## src/rtl/alu_operand_stage_pkg.sv

```systemverilog
// Shared ALU operation codes, RV32I opcode constants and the funct3-to-ALU mapping
// used by the operand stage decode.
package alu_operand_stage_pkg;

    typedef enum logic [3:0] {
        ALU_ADD  = 4'd0,
        ALU_SUB  = 4'd1,
        ALU_SLL  = 4'd2,
        ALU_SLT  = 4'd3,
        ALU_SLTU = 4'd4,
        ALU_XOR  = 4'd5,
        ALU_SRL  = 4'd6,
        ALU_SRA  = 4'd7,
        ALU_OR   = 4'd8,
        ALU_AND  = 4'd9
    } alu_op_e;

    localparam logic [6:0] OPC_OP     = 7'b0110011;
    localparam logic [6:0] OPC_OPIMM  = 7'b0010011;
    localparam logic [6:0] OPC_LUI    = 7'b0110111;
    localparam logic [6:0] OPC_AUIPC  = 7'b0010111;
    localparam logic [6:0] OPC_JAL    = 7'b1101111;
    localparam logic [6:0] OPC_JALR   = 7'b1100111;
    localparam logic [6:0] OPC_LOAD   = 7'b0000011;
    localparam logic [6:0] OPC_STORE  = 7'b0100011;
    localparam logic [6:0] OPC_BRANCH = 7'b1100011;

    localparam logic [6:0] FUNCT7_BASE = 7'b0000000;
    localparam logic [6:0] FUNCT7_ALT  = 7'b0100000;

    // alt selects SUB over ADD and SRA over SRL; other funct3 values ignore it
    function automatic alu_op_e alu_from_f3(input logic [2:0] f3, input logic alt);
        alu_op_e op;
        op = ALU_ADD;
        case (f3)
            3'b000: op = alt ? ALU_SUB : ALU_ADD;
            3'b001: op = ALU_SLL;
            3'b010: op = ALU_SLT;
            3'b011: op = ALU_SLTU;
            3'b100: op = ALU_XOR;
            3'b101: op = alt ? ALU_SRA : ALU_SRL;
            3'b110: op = ALU_OR;
            3'b111: op = ALU_AND;
            default: op = ALU_ADD;
        endcase
        return op;
    endfunction

endpackage

```

## src/rtl/alu_operand_stage_imm_gen.sv

```systemverilog
// Sign-extended I/S/U immediates extracted from an RV32I instruction word.
module imm_gen (
    input  logic [31:7] i_instr,
    output logic [31:0] o_imm_i,
    output logic [31:0] o_imm_s,
    output logic [31:0] o_imm_u
);

    assign o_imm_i = {{20{i_instr[31]}}, i_instr[31:20]};
    assign o_imm_s = {{20{i_instr[31]}}, i_instr[31:25], i_instr[11:7]};
    assign o_imm_u = {i_instr[31:12], 12'b0};

endmodule

```

## src/rtl/alu_operand_stage.sv

```systemverilog
// RV32I decode/issue stage: derives ALU op and operands, then holds them in a
// single-entry valid/ready pipeline buffer that feeds the ALU directly.
module alu_operand_stage
    import alu_operand_stage_pkg::*;
#(
    parameter int unsigned DATA_WIDTH = 32
) (
    input  logic                  clk,
    input  logic                  rst,
    input  logic                  in_valid,
    output logic                  in_ready,
    input  logic [31:0]           in_instr,
    input  logic [DATA_WIDTH-1:0] in_pc,
    input  logic [DATA_WIDTH-1:0] in_rs1_data,
    input  logic [DATA_WIDTH-1:0] in_rs2_data,
    input  logic                  flush,
    output logic                  out_valid,
    input  logic                  out_ready,
    output logic [3:0]            out_alu_op,
    output logic [DATA_WIDTH-1:0] out_operand_a,
    output logic [DATA_WIDTH-1:0] out_operand_b,
    output logic [DATA_WIDTH-1:0] out_rs2_data,
    output logic [DATA_WIDTH-1:0] out_pc,
    output logic [4:0]            out_rd,
    output logic                  out_rd_we,
    output logic                  out_illegal
);

    logic [6:0]            w_opcode;
    logic [2:0]            w_f3;
    logic [6:0]            w_f7;
    logic [4:0]            w_rd;
    logic [31:0]           w_imm_i;
    logic [31:0]           w_imm_s;
    logic [31:0]           w_imm_u;
    alu_op_e               w_op;
    logic [DATA_WIDTH-1:0] w_a;
    logic [DATA_WIDTH-1:0] w_b;
    logic                  w_writes;
    logic                  w_illegal;
    logic                  w_rd_we;
    logic                  w_accept;

    logic                  r_valid;
    alu_op_e               r_op;
    logic [DATA_WIDTH-1:0] r_a;
    logic [DATA_WIDTH-1:0] r_b;
    logic [DATA_WIDTH-1:0] r_rs2;
    logic [DATA_WIDTH-1:0] r_pc;
    logic [4:0]            r_rd;
    logic                  r_rd_we;
    logic                  r_illegal;

    assign w_opcode = in_instr[6:0];
    assign w_f3     = in_instr[14:12];
    assign w_f7     = in_instr[31:25];
    assign w_rd     = in_instr[11:7];

    imm_gen u_imm_gen (
        .i_instr (in_instr[31:7]),
        .o_imm_i (w_imm_i),
        .o_imm_s (w_imm_s),
        .o_imm_u (w_imm_u)
    );

    always_comb begin
        w_op      = ALU_ADD;
        w_a       = '0;
        w_b       = '0;
        w_writes  = 1'b0;
        w_illegal = 1'b0;
        case (w_opcode)
            OPC_OP: begin
                w_a      = in_rs1_data;
                w_b      = in_rs2_data;
                w_writes = 1'b1;
                if (w_f7 == FUNCT7_BASE) begin
                    w_op = alu_from_f3(w_f3, 1'b0);
                end else if (w_f7 == FUNCT7_ALT && (w_f3 == 3'b000 || w_f3 == 3'b101)) begin
                    w_op = alu_from_f3(w_f3, 1'b1);
                end else begin
                    w_illegal = 1'b1;
                end
            end
            OPC_OPIMM: begin
                w_a      = in_rs1_data;
                w_b      = w_imm_i;
                w_writes = 1'b1;
                w_op     = alu_from_f3(w_f3, 1'b0);
                if (w_f3 == 3'b001 || w_f3 == 3'b101) begin
                    w_b  = {27'b0, in_instr[24:20]};
                    w_op = alu_from_f3(w_f3, in_instr[30] && (w_f3 == 3'b101));
                    if (w_f7 != FUNCT7_BASE && w_f7 != FUNCT7_ALT) begin
                        w_illegal = 1'b1;
                    end
                end
            end
            OPC_LUI: begin
                w_b      = w_imm_u;
                w_writes = 1'b1;
            end
            OPC_AUIPC: begin
                w_a      = in_pc;
                w_b      = w_imm_u;
                w_writes = 1'b1;
            end
            OPC_JAL, OPC_JALR: begin
                // operands form the link value pc+4
                w_a       = in_pc;
                w_b       = 32'd4;
                w_writes  = 1'b1;
                w_illegal = (w_opcode == OPC_JALR) && (w_f3 != 3'b000);
            end
            OPC_LOAD: begin
                w_a      = in_rs1_data;
                w_b      = w_imm_i;
                w_writes = 1'b1;
            end
            OPC_STORE: begin
                w_a = in_rs1_data;
                w_b = w_imm_s;
            end
            OPC_BRANCH: begin
                w_a = in_rs1_data;
                w_b = in_rs2_data;
                case (w_f3)
                    3'b000, 3'b001: w_op = ALU_SUB;
                    3'b100, 3'b101: w_op = ALU_SLT;
                    3'b110, 3'b111: w_op = ALU_SLTU;
                    default:        w_illegal = 1'b1;
                endcase
            end
            default: w_illegal = 1'b1;
        endcase
        if (w_illegal) begin
            w_op     = ALU_ADD;
            w_a      = '0;
            w_b      = '0;
            w_writes = 1'b0;
        end
    end

    assign w_rd_we  = w_writes && (w_rd != 5'd0);
    assign in_ready = !r_valid || out_ready;
    assign w_accept = in_valid && in_ready && !flush;

    always_ff @(posedge clk) begin
        if (rst) begin
            r_valid   <= 1'b0;
            r_op      <= ALU_ADD;
            r_a       <= '0;
            r_b       <= '0;
            r_rs2     <= '0;
            r_pc      <= '0;
            r_rd      <= '0;
            r_rd_we   <= 1'b0;
            r_illegal <= 1'b0;
        end else if (flush) begin
            r_valid <= 1'b0;
        end else if (w_accept) begin
            r_valid   <= 1'b1;
            r_op      <= w_op;
            r_a       <= w_a;
            r_b       <= w_b;
            r_rs2     <= in_rs2_data;
            r_pc      <= in_pc;
            r_rd      <= w_rd;
            r_rd_we   <= w_rd_we;
            r_illegal <= w_illegal;
        end else if (out_ready) begin
            r_valid <= 1'b0;
        end
    end

    assign out_valid     = r_valid;
    assign out_alu_op    = r_op;
    assign out_operand_a = r_a;
    assign out_operand_b = r_b;
    assign out_rs2_data  = r_rs2;
    assign out_pc        = r_pc;
    assign out_rd        = r_rd;
    assign out_rd_we     = r_rd_we;
    assign out_illegal   = r_illegal;

endmodule

```

## config.mk

```make
export PLATFORM = sky130hd
export DESIGN_NAME = alu_operand_stage
export DESIGN_NICKNAME = d
export VERILOG_FILES = /design/src/rtl/alu_operand_stage_pkg.sv /design/src/rtl/alu_operand_stage_imm_gen.sv /design/src/rtl/alu_operand_stage.sv
export SDC_FILE = /design/constraint.sdc
export NUM_CORES = 1
export LEC_CHECK = 0
export CORE_ASPECT_RATIO = 1.1
export CORE_MARGIN = 3
export CORE_UTILIZATION = 40
export CTS_BUF_LIST = sky130_fd_sc_hd__clkbuf_4
export DETAILED_ROUTE_END_ITERATION = 12
export PLACE_DENSITY = 0.86
export SKIP_LAST_GASP = 1
export SYNTH_ARGS = -nofsm -noshare
export SYNTH_HDL_FRONTEND = slang
export SYNTH_HIERARCHICAL = 1
export SYNTH_SLANG_ARGS = --single-unit
```

## constraint.sdc

```tcl
create_clock -name clk -period 2.8 [get_ports clk]
set_input_delay 0.28 -clock clk [delete_from_list [all_inputs] [get_ports clk]]
set_output_delay 0.28 -clock clk [all_outputs]
set_load 0.01 [all_outputs]
```

==> flow_summary.toml <==
[outcome]
status = "completed"

[timing]
fin_crit_sh_pct = 74.2
setup_viol = 0
relSlewSlack_pct = 60.3
hold_viol = 0
worst_slack_ns = 0.723
max_clock_freq_mhz = 481
fin_skew_ns = 0.0143
setup_tns_ns = 0
finalMaxSlewViolations = 0
finalCriticalPeriod_ns = 2.08
rsz0062_at_grt = "no"
worst-slew-pin-transition_ns = 0.593

[synthesis]
syn_inst = 823
avgSynthCellArea_um2 = 8.78
synth_top_cell_by_area = "dfxtp_1"
ys_ff_latch = 140
synth_top_cell_area_share_pct = 38.8
ys_top_cells_by_area = "dfxtp_1, buf_4, nand2_1, a22o_1, a221oi_2"
synth_ff_type = "dfxtp_1"
synth_common_cells = "nand2_1, dfxtp_1, buf_4, a21oi_1, a22o_1"
synth.distinct_cells = 52
yosys_warnings = 6
synth.cell_area_um2 = 7220
ys_seq_area_share_pct = 38.8
synth.most_common_cell = "nand2_1"
synth_edf_count = 0
synthArstFlopShare_pct = 0

[place]
dp_hpwl_mm = 17.8
gp_congestion = 0.867
post-place-ws_ns = 0.171
placedCellCount = 1214
place_area_um2 = 9640
port-buffer-count = 273

[cts]
cts_sinks = 140
post-cts-setup-buffers = 0
ctsResizeCount = 0
clkTransAtPathRegs_ns = 0.13
cts_hold_buf = 0
cts_buffers = 17
h-tree-depth = 4
root_buffer = "clkbuf_4"
tritoncts = "done"
clock_path_buffers = 2
worst_skew_pair.late_latency_ns = 0.56

[cells_and_area]
finalNetCount = 1137
fillCellCount = 1535
fin_area_um2 = 10000
drive_above_1_share_pct = 11.5
area_growth_pct = 38.4
fin_cells = 1247

[route]
routed-wl-met2_mm = 11.7
wirelength_mm = 24.5
vias = 6951
vias_per_cell = 5.57
first_iter_violations = 512
wl_met1_mm = 9.23
maxUsedRoutingLayer = "met5"
drc = 0
dr.pass1.iters = 9
detail-route-antenna-nets = 0
met3_length_mm = 2.86
wl_per_cell_um = 19.6

[setup_path]
crit_type = "input pin to flip-flop"
crit_path_start = "in_instr[12]"
cp-start-kind = "input pin"
cp-end-kind = "flip-flop"
required_ns = 3.30
critPathArrivalTime_ns = 2.58
r2r-start = "out_valid$_SDFFE_PP0P_"
cp_max_fo = 32

[die]
num_rows = 50
io-pin-count = 274
coreArea_um2 = 17400
dieArea_um2 = 19700
die_x_um = 134
initial_core_util_pct = 41.5
die_h_um = 147

[pwr]
peakVddDrop_mv = 0.262
pwr_density_cell_nw_per_um2 = 437
power.leakage_nw = 3.34

[grt]
grt_pass1_vias = 6708
grt_pass1_wl_mm = 37.2
gr-total-overflow = 0
grt.total_usage_pct = 23.9
grt_max_degree = 61
antenna_found_initial = 3

[job]
maxCapViolCount = 0

[min_path]
min_path_type = "input pin to flip-flop"
min_from = "rst"
## state kept, by name (all words and copies together), names as in the netlist
signal and count:
out_rs2_data 32, out_operand_a 32, out_rd 5, out_valid 1, out_alu_op 4, out_illegal 1, out_operand_b 32, out_pc 32
out_rd_we 1
## through the flow
stage	total power [mW]	hold slack, ns	utilization (%)
detailed placement	2.79	0.446	55.4
finish	4.37	0.153	57.5
global route	4.53	0.139	57.5
global placement	2.78	0.441	55.4
floorplan	2.45	0.359	-
CTS	4.41	0.121	57.5
## worst max-delay path: stages
cell and delay, ns:
clkdlybuf4s50_1 0.54, ha_1 0.35, nor2_1 0.10, a211o_1 0.32
a211oi_1 0.20, buf_4 0.17, and4bb_1 0.25, buf_12 0.21
a22o_1 0.15
## where the power goes
part	switching, mW	internal (mW)	leakage [nW]
Clock	0.798	0.825	0.184
Sequential	0.0238	2.04	1.14
Combinational	0.335	0.348	2.02
Total	1.16	3.21	3.34
## final cells by class
class                           count  area [µm²]  share of cell area [%]
Antenna cell                        1        2.50                  0.0250
Inverter                            5        18.8                   0.188
Clock buffer                       19         143                    1.43
Multi-Input combinational cell    524        3430                    34.3
Timing Repair Buffer              311        3100                    31.0
Tap cell                          234         293                    2.93
Clock inverter                     13         214                    2.14
Sequential cell                   140        2800                    28.0
## metal layers
metal | GRT usage, % | vias to the layer above
met5 | 0 | -
met4 | 8.71 | 4
met3 | 9.49 | 38
met2 | 40.5 | 343
met1 | 27.1 | 3298
li1 | - | 3268
## final timing paths
path / to / slack [ns] / cells after the start
worst max-delay path: out_operand_a[7]$_SDFFE_PP0P_ / 0.72 / 9
worst min-delay path: out_rd[2]$_SDFFE_PP0P_ / 0.15 / 2
worst max register to register: out_operand_a[7]$_SDFFE_PP0P_ / 0.73 / 8
worst min register to register: out_pc[31]$_SDFFE_PP0P_ / 0.46 / 2
## layout by cell type (no fill, tap or decap), drive strengths merged, types with 3 or more instances in the layout
cell type	instances
a211oi	6
a21oi	80
a221oi	35
a222oi	31
a22o	66
a22oi	33
buf	39
bufinv	5
clkbuf	19
clkdlybuf4s50	272
clkinv	4
conb	12
dfxtp	140
ha	5
inv	7
nand2	177
nand2b	5
nand3	6
nand3b	4
nand4b	3
nor2	18
nor2b	5
nor3	5
o21ai	9
## logic make-up (layout without fill, tap and decap cells)
group / count (synthesis) / count (layout) / synth area share [%]
and+or+nand+nor: 237 / 237 / 14.7
other: 1 / 13 / 0.0519
buffers and inverters: 170 / 348 / 14.7
muxes: 1 / 1 / 0.139
AOI/OAI and AO/OA: 268 / 268 / 30.6
adders and majority gates: 5 / 5 / 0.866
DFF: 140 / 140 / 38.8
xor gates and xnor gates: 1 / 1 / 0.121
Power figures use the tool's default switching activity.
